File: src/rtl/arith_pkg.sv
// rtl/arith_pkg.sv - shared FSM encoding and sizing helper for the sequential adders
package arith_pkg;

  typedef enum logic [1:0] {
    IDLE = 2'd0,
    RUN  = 2'd1,
    DONE = 2'd2
  } state_t;

  // Chunk counter width; a single-chunk build still needs a 1-bit counter.
  function automatic int cnt_width(input int nchunk);
    return (nchunk <= 1) ? 1 : $clog2(nchunk);
  endfunction

endpackage

File: src/rtl/chunk_adder.sv
// rtl/chunk_adder.sv - combinational W-bit ripple of full adders with carry into the MSB
module chunk_adder #(
  parameter int W = 4
) (
  input  logic [W-1:0] x,
  input  logic [W-1:0] y,
  input  logic         ci,
  output logic [W-1:0] s,
  output logic         co,
  output logic         c_msb
);

  logic [W:0] w_c;

  assign w_c[0] = ci;

  for (genvar i = 0; i < W; i++) begin : g_fa
    assign s[i]     = x[i] ^ y[i] ^ w_c[i];
    assign w_c[i+1] = (x[i] & y[i]) | (x[i] & w_c[i]) | (y[i] & w_c[i]);
  end

  assign co    = w_c[W];
  assign c_msb = w_c[W-1];

endmodule

File: src/rtl/seq_chunk_adder.sv
// rtl/seq_chunk_adder.sv - multi-cycle chunked ripple adder/subtractor with start/busy/done
module seq_chunk_adder
  import arith_pkg::*;
#(
  parameter int WIDTH = 16,
  parameter int CHUNK = 4
) (
  input  logic             clk,
  input  logic             reset_n,
  input  logic             start,
  input  logic             sub,
  input  logic [WIDTH-1:0] a,
  input  logic [WIDTH-1:0] b,
  input  logic             cin,
  output logic             busy,
  output logic             done,
  output logic [WIDTH-1:0] sum,
  output logic             cout,
  output logic             ovf
);

  localparam int NCHUNK = WIDTH / CHUNK;
  localparam int CW     = cnt_width(NCHUNK);
  localparam int TOP    = WIDTH - CHUNK;
  localparam logic [CW-1:0] LAST_IDX = CW'(NCHUNK - 1);

  if ((WIDTH % CHUNK) != 0) begin : g_bad_cfg
    $error("seq_chunk_adder: WIDTH must be a multiple of CHUNK");
  end

  state_t           r_state;
  state_t           w_next;
  logic [WIDTH-1:0] r_a;
  logic [WIDTH-1:0] r_b;
  logic [WIDTH-1:0] r_shadow;
  logic [WIDTH-1:0] r_sum;
  logic [CW-1:0]    r_idx;
  logic             r_carry;
  logic             r_cout;
  logic             r_ovf;

  logic [CHUNK-1:0] w_s;
  logic             w_co;
  logic             w_cmsb;
  logic             w_last;
  logic             w_accept;
  logic [WIDTH-1:0] w_shadow_nxt;

  // Operands shift down one chunk per cycle so the adder always sees bits [CHUNK-1:0].
  chunk_adder #(.W(CHUNK)) u_chunk (
    .x     (r_a[CHUNK-1:0]),
    .y     (r_b[CHUNK-1:0]),
    .ci    (r_carry),
    .s     (w_s),
    .co    (w_co),
    .c_msb (w_cmsb)
  );

  assign w_last       = (r_idx == LAST_IDX);
  assign w_accept     = start && ((r_state == IDLE) || (r_state == DONE));
  // Each new chunk enters at the top; after NCHUNK steps chunk 0 lands at the bottom.
  assign w_shadow_nxt = (r_shadow >> CHUNK) | (WIDTH'(w_s) << TOP);

  always_ff @(posedge clk) begin
    if (!reset_n) begin
      r_state <= IDLE;
    end else begin
      r_state <= w_next;
    end
  end

  always_comb begin
    w_next = r_state;
    case (r_state)
      IDLE:    if (start) w_next = RUN;
      RUN:     if (w_last) w_next = DONE;
      DONE:    w_next = start ? RUN : IDLE;
      default: w_next = IDLE;
    endcase
  end

  always_ff @(posedge clk) begin
    if (!reset_n) begin
      r_a      <= '0;
      r_b      <= '0;
      r_shadow <= '0;
      r_sum    <= '0;
      r_idx    <= '0;
      r_carry  <= 1'b0;
      r_cout   <= 1'b0;
      r_ovf    <= 1'b0;
    end else if (w_accept) begin
      r_a     <= a;
      r_b     <= sub ? ~b : b;
      r_carry <= sub ? 1'b1 : cin;
      r_idx   <= '0;
    end else if (r_state == RUN) begin
      r_a      <= r_a >> CHUNK;
      r_b      <= r_b >> CHUNK;
      r_shadow <= w_shadow_nxt;
      r_carry  <= w_co;
      if (w_last) begin
        r_sum  <= w_shadow_nxt;
        r_cout <= w_co;
        r_ovf  <= w_cmsb ^ w_co;
      end else begin
        r_idx <= r_idx + CW'(1);
      end
    end
  end

  assign busy = (r_state == RUN);
  assign done = (r_state == DONE);
  assign sum  = r_sum;
  assign cout = r_cout;
  assign ovf  = r_ovf;

endmodule

File: config.mk
export PLATFORM = sky130hd
export DESIGN_NAME = seq_chunk_adder
export DESIGN_NICKNAME = d
export VERILOG_FILES = /design/src/rtl/arith_pkg.sv /design/src/rtl/chunk_adder.sv /design/src/rtl/seq_chunk_adder.sv
export SDC_FILE = /design/constraint.sdc
export NUM_CORES = 1
export LEC_CHECK = 0
export BUFFER_PORTS_ARGS = -buffer_cell sky130_fd_sc_hd__buf_2
export CORE_UTILIZATION = 51
export CTS_BUF_LIST = sky130_fd_sc_hd__clkbuf_8
export DETAILED_ROUTE_END_ITERATION = 10
export HOLD_SLACK_MARGIN = 0.08
export PLACE_DENSITY = 0.84
export REMOVE_ABC_BUFFERS = 1
export SYNTH_ARGS = -nofsm -noshare
export SYNTH_HDL_FRONTEND = slang
export SYNTH_SLANG_ARGS = --single-unit
File: constraint.sdc
create_clock -name clk -period 2.2 [get_ports clk]
set_clock_uncertainty 0.1 [all_clocks]
set_input_delay 0 -clock clk [delete_from_list [all_inputs] [get_ports clk]]
set_output_delay 0 -clock clk [all_outputs]
set_load 0.02 [all_outputs]
# Word-level counts from Yosys, hierarchy flattened

Index checks and enable logic that the tools add are counted.

Reduce and logical (&&, ||, !) cells: 9
Bitwise operators: 34
Equal/unequal tests: 5
$add $sub $neg: 1
Multiplexer cells: 12

Operators with widths:

| kind                                                   | number |
|---|---|
| 2-to-1 mux 16 bit                                      | 5 |
| NOT 16 bit                                             | 1 |
| bitwise OR 12 x 16 -> 16 bit                           | 1 |
| bitwise AND 1 bit                                      | 12 |
| bitwise XOR 1 bit                                      | 9 |
| bitwise OR 1 bit                                       | 8 |
| case mux 2 bit (3 select lines)                        | 1 |
| AND reduction 2 bit                                    | 3 |
| equality test 2 bit (second input constant)            | 2 |
| 2-to-1 mux 1 bit                                       | 4 |
| 2-to-1 mux 2 bit                                       | 2 |
| NOT 1 bit                                              | 3 |
| AND reduction 3 bit                                    | 1 |
| adder 2 x 1 -> 2 bit (second input constant)           | 1 |
| equality test 2 x 1 -> 1 bit (second input constant)   | 1 |
| logical NOT 2 bit                                      | 1 |
| inequality test 2 x 1 -> 1 bit (second input constant) | 1 |
| inequality test 2 bit (second input constant)          | 1 |
| nonzero test 2 bit                                     | 1 |
| OR reduction 2 bit                                     | 1 |
| logical AND 1 bit                                      | 1 |
| logical OR 1 bit                                       | 1 |

Output and inout bits: 20
Word-level logic and storage cells: 70
Bits of input ports: 37
Register bits: 71

# Logic depth before layout (Yosys ltp)

Depth in word-level cells: 14
Depth in mapped cells: 10
Gate-level depth less buffers: 10

# Cells and area by module

From an unflattened synthesis, not the netlist that was laid out.

Cells, all modules: 343
Area, all modules: 2839.0 um2

Modules (own cells, without submodules):

| module          | instances | seq. area each (um2) | area an instance (um2) | cells an instance |
|---|---|---|---|---|
| seq_chunk_adder | 1         | 1341.3               | 2721.4                 | 329 |
| chunk_adder     | 1         | 0.0                  | 117.6                  | 14 |

# Worst setup path before layout

OpenSTA, ideal clock, no wires.

Kind: reg-to-reg
Start point: register r_a[0]
End point: register r_shadow[15]
Period minus slack after synthesis: 2.159 ns
Cell stages (with the launch flop): 10
Data arrival time: 2.001 ns
Data required time: 2.041 ns
Path buffers: 0
Setup slack: 0.041 ns
Setup time: 0.059 ns
Path through: dfxtp_1 -> inv_1 -> fa_1 -> inv_1 -> fa_1 -> fa_1 -> inv_1 -> fa_1 -> nand2_1 -> o211a_1

Longest elaborated chain between the ends: 11
Elaborated cells between the ends (all ways): 14
Classes of those cells: bitwise (14)

RTL lines:

| element                          | RTL line               | text |
|---|---|---|
| from (decl)                      | seq_chunk_adder.sv:33  | `logic [WIDTH-1:0] r_a;` |
| from (signal assigned)           | seq_chunk_adder.sv:98  | `r_a <= r_a >> CHUNK;` |
| bitwise AND 1 bit                | chunk_adder.sv:19      | `assign w_c[i+1] = (x[i] & y[i]) \| (x[i] & w_c[i]) \| (y[i] & w_c[i]);` |
| bitwise OR 1 bit * (2 in series) | chunk_adder.sv:19      |  |
| bitwise AND 1 bit                | chunk_adder.sv:19      |  |
| bitwise OR 1 bit                 | chunk_adder.sv:19      |  |
| bitwise OR 1 bit *               | chunk_adder.sv:19      |  |
| bitwise AND 1 bit                | chunk_adder.sv:19      |  |
| bitwise OR 1 bit                 | chunk_adder.sv:19      |  |
| bitwise OR 1 bit *               | chunk_adder.sv:19      |  |
| bitwise XOR 1 bit *              | chunk_adder.sv:18      | `assign s[i] = x[i] ^ y[i] ^ w_c[i];` |
| bitwise OR 12 x 16 -> 16 bit *   | seq_chunk_adder.sv:62  | `assign w_shadow_nxt = (r_shadow >> CHUNK) \| (WIDTH'(w_s) << TOP);` |
| to (signal assigned)             | seq_chunk_adder.sv:100 | `r_shadow <= w_shadow_nxt;` |
| to (decl)                        | seq_chunk_adder.sv:35  | `logic [WIDTH-1:0] r_shadow;` |

Every way passes the cells marked *; elsewhere a longest branch is shown, timed or not.
A chain may end at the register's enable or synchronous reset.

# Worst setup path after layout

Same ends and word-level chain as after synthesis.

==> results.json <==
{
  "coreArea_um2": 5540,
  "synthTopCellsByArea": "dfxtp_1, nand2_1, a21boi_1",
  "highest_layer": "met4",
  "period_minus_slack_ps": 2180,
  "critPathKind": "register to register",
  "post_cts_buffers": 0,
  "fmax_ghz": 0.458,
  "maxCapViolCount": 0,
  "nNetsFinal": 455,
  "grt.overflow.total": 0,
  "die_x_um": 78.2,
  "p_sw_uw": 692,
  "synth_top_area_share_pct": 45.3,
  "avgSynthCellArea_um2": 8.91,
  "ant_nets": 0,
  "ys_warn_count": 0,
  "holdCritPathClass": "input pin to register",
  "wl_per_cell_um": 13.2,
  "synthSimpleGateAreaFrac_pct": 17.0,
  "cp.required_ps": 2390,
  "path_max_fanout": 2,
  "switching_share_pct": 24.0,
  "crit_arrival_ps": 2370,
  "synth_mux_area_share_pct": 0,
  "design_power_total_mw": 2.88,
  "syn_to_final_growth_pct": 28.6,
  "path_clk_slew_ps": 70,
  "clockBufferDepth": 2,
  "hpwl_um": 3540,
  "status": "complete, no violations",
  "drt_pre_antenna_iters": 5,
  "num_rows": 27,
  "critPathLaunchType": "register",
  "worstRegToRegCells": 9,
  "relSlewSlack_pct": 40.3,
  "grt_max_degree": 64,
  "m1WireLength_um": 2750,
  "wirelength_um": 6450,
  "final-max-slew-violation-count": 0,
  "finalSetupViolations": 0,
  "clkSinkCount": 67,
  "ios": 57,
  "tns_ps": 0,
  "placed_area_um2": 3210,
  "die-height_um": 78.2,
  "synth_compound_area_share_pct": 21.8,
  "power_frac_clock_pct": 42.4,
  "synth_top_family_by_area": "compound AO/OA/AOI/OAI gates",
  "crit_start": "r_a[0]$_SDFFE_PN0P_",
  "grt_pass1_wl_um": 10500,
  "whs_path_depth": 4,
  "p_leak_nw": 1.59,
  "start_util_pct": 53.4,
  "power_density_nw_per_um2": 758,
  "diodes": 0,
  "ys_types": 32,
  "clk_latency_ps": 340,
  "layout-drive-gt1-share_pct": 23.2,
  "ys_seq_elements": 67,
  "hold_viol": 0,
  "yosysSeqAreaShare_pct": 45.3,
  "port-buffer-count": 56,
  "fin_crit_sh_pct": 99.2,
  "cts_buffers": 9,
  "wl_met2_um": 3190,
  "grt_antenna_before_repair": 0,
  "vias_per_cell": 5.21,
  "grt_usage_pct": 22.2,
  "worst_ir_drop_vdd_v": 0.000707,
  "num_vias": 2551,
  "setup.worst_path.end_class": "register",
  "synthXorXnorAreaFrac_pct": 5.33,
  "h-tree-depth": 3,
  "cts.root.buffer_cell": "clkbuf_8",
  "p_int_mw": 2.19,
  "grt_pass1_vias": 2270,
  "drtIter0Drc": 152,
  "syn_inst": 332,
  "rr_startpoint": "r_a[0]$_SDFFE_PN0P_",
  "yosysTopAreaCell": "dfxtp_1",
  "final_cell_area_um2": 3800,
  "drc": 0,
  "worst_pin_slew_ps": 896,
  "met3_length_um": 416,
  "rsz0062_at_grt": "true",
  "syn_area_um2": 2960,
  "dieArea_um2": 6110,
  "hold_slack_ps": 181,
  "gp_congestion": 0.702,
  "p_comb_share_pct": 12.2,
  "power_frac_seq_pct": 45.4,
  "min_from": "start",
  "cts_tree": "done",
  "synthAdderAreaFrac_pct": 3.13
}
repair_timing:
item	in CTS	in global routing
resized for setup	7	6
setup endpoints to repair	5	4
hold buffers	33	0
endpoints found under the hold margin	33	0
gates cloned	0	0
pin swaps	3	4
logic make-up after synthesis:
family | Yosys count
buf+inv | 36
flops | 67
simple gates | 117
xor+xnor | 18
compound gates | 89
fa+ha+maj | 5
layout by cell type (no fill, tap or decap):
master,n
clkinv_4,1
clkbuf_8,9
nand2b_1,2
nand3b_1,1
o21a_1,2
xor2_1,16
nor3b_2,1
inv_1,2
a22oi_1,16
dlygate4sd3_1,33
clkinv_2,2
a21oi_1,5
buf_4,9
a31oi_1,6
bufinv_16,3
fa_2,4
inv_2,5
a21boi_0,17
ha_1,1
inv_4,1
and3b_1,1
clkinvlp_4,1
o221ai_1,2
o211a_1,5
nand2_1,82
xnor2_1,1
nor2b_1,1
nor3_1,2
xnor2_2,1
nor2_1,4
nand3_1,20
dfxtp_2,2
nor2b_2,1
a21boi_1,28
o21ai_0,7
o22ai_1,1
nor3_2,1
dfxtp_1,65
buf_2,56
and2_1,1
cell usage after synthesis, drive strengths merged:
library cell  count
xor2             16
xnor2             2
o22ai             1
o211a             5
fa                4
and3b             1
a31oi             6
nand2b            2
inv               8
nor2b             2
a21boi           45
nor3b             1
buf              22
clkbuf            6
dfxtp            67
nand3b            1
o21a              2
o221ai            2
nor3              3
a21oi             5
and2              1
nand3            20
a22oi            16
ha                1
nor2              4
nand2            82
o21ai             7
power groups by stage:
stage	Sequential, mW	Clock (mW)	Combinational, mW
final	1.31	1.22	0.352
after global placement	1.33	0	0.289
after floorplan	1.33	0	0.184
after CTS	1.31	1.24	0.342
after global routing	1.31	1.30	0.387
after detailed placement	1.33	0	0.294
sequential cells by signal, indices dropped and copies added, names as in the netlist:
register,cells
r_a,16
r_state,2
sum,16
ovf,1
r_shadow,12
r_carry,1
cout,1
r_idx,2
r_b,16
final timing paths:
path	end	slack, ps
worst max-delay path	r_shadow[15]$_SDFFE_PN0P_	20
worst min-delay path	r_idx[1]$_SDFFE_PP0P_	180
worst max register to register	r_shadow[15]$_SDFFE_PN0P_	20
worst min register to register	r_shadow[5]$_SDFFE_PN0P_	350
stage by stage:
step                      setup slack, ps  util, %  cells
after floorplan                      22.7        -    304
after global placement              -18.5     58.0    441
after detailed placement            -81.2     58.0    441
after CTS                            2.52     68.5    490
after global routing                -38.3     68.6    490
final                                17.6     68.6    490
worst max-delay path, cell delays in order (launching register included):
cell,delay [ps]
dfxtp_2,330
inv_2,60
fa_2,200
inv_2,40
fa_2,340
fa_2,370
inv_2,60
fa_2,430
nand2_1,80
o211a_1,140
routing by layer:
metal	global-route usage, %	up-vias
met4	6.30	0
li1	-	1281
met5	0	-
met1	25.6	1163
met3	8.37	12
met2	38.2	95
cell type report:
type,count,area [um2]
clock buffer,9,124
clock inverter,7,116
fill,452,1740
inverter,8,32.5
multi-input combinational,229,1420
sequential,67,1340
tap,72,90.1
timing repair buffer,98,678
(Power assumes the default switching activity.)
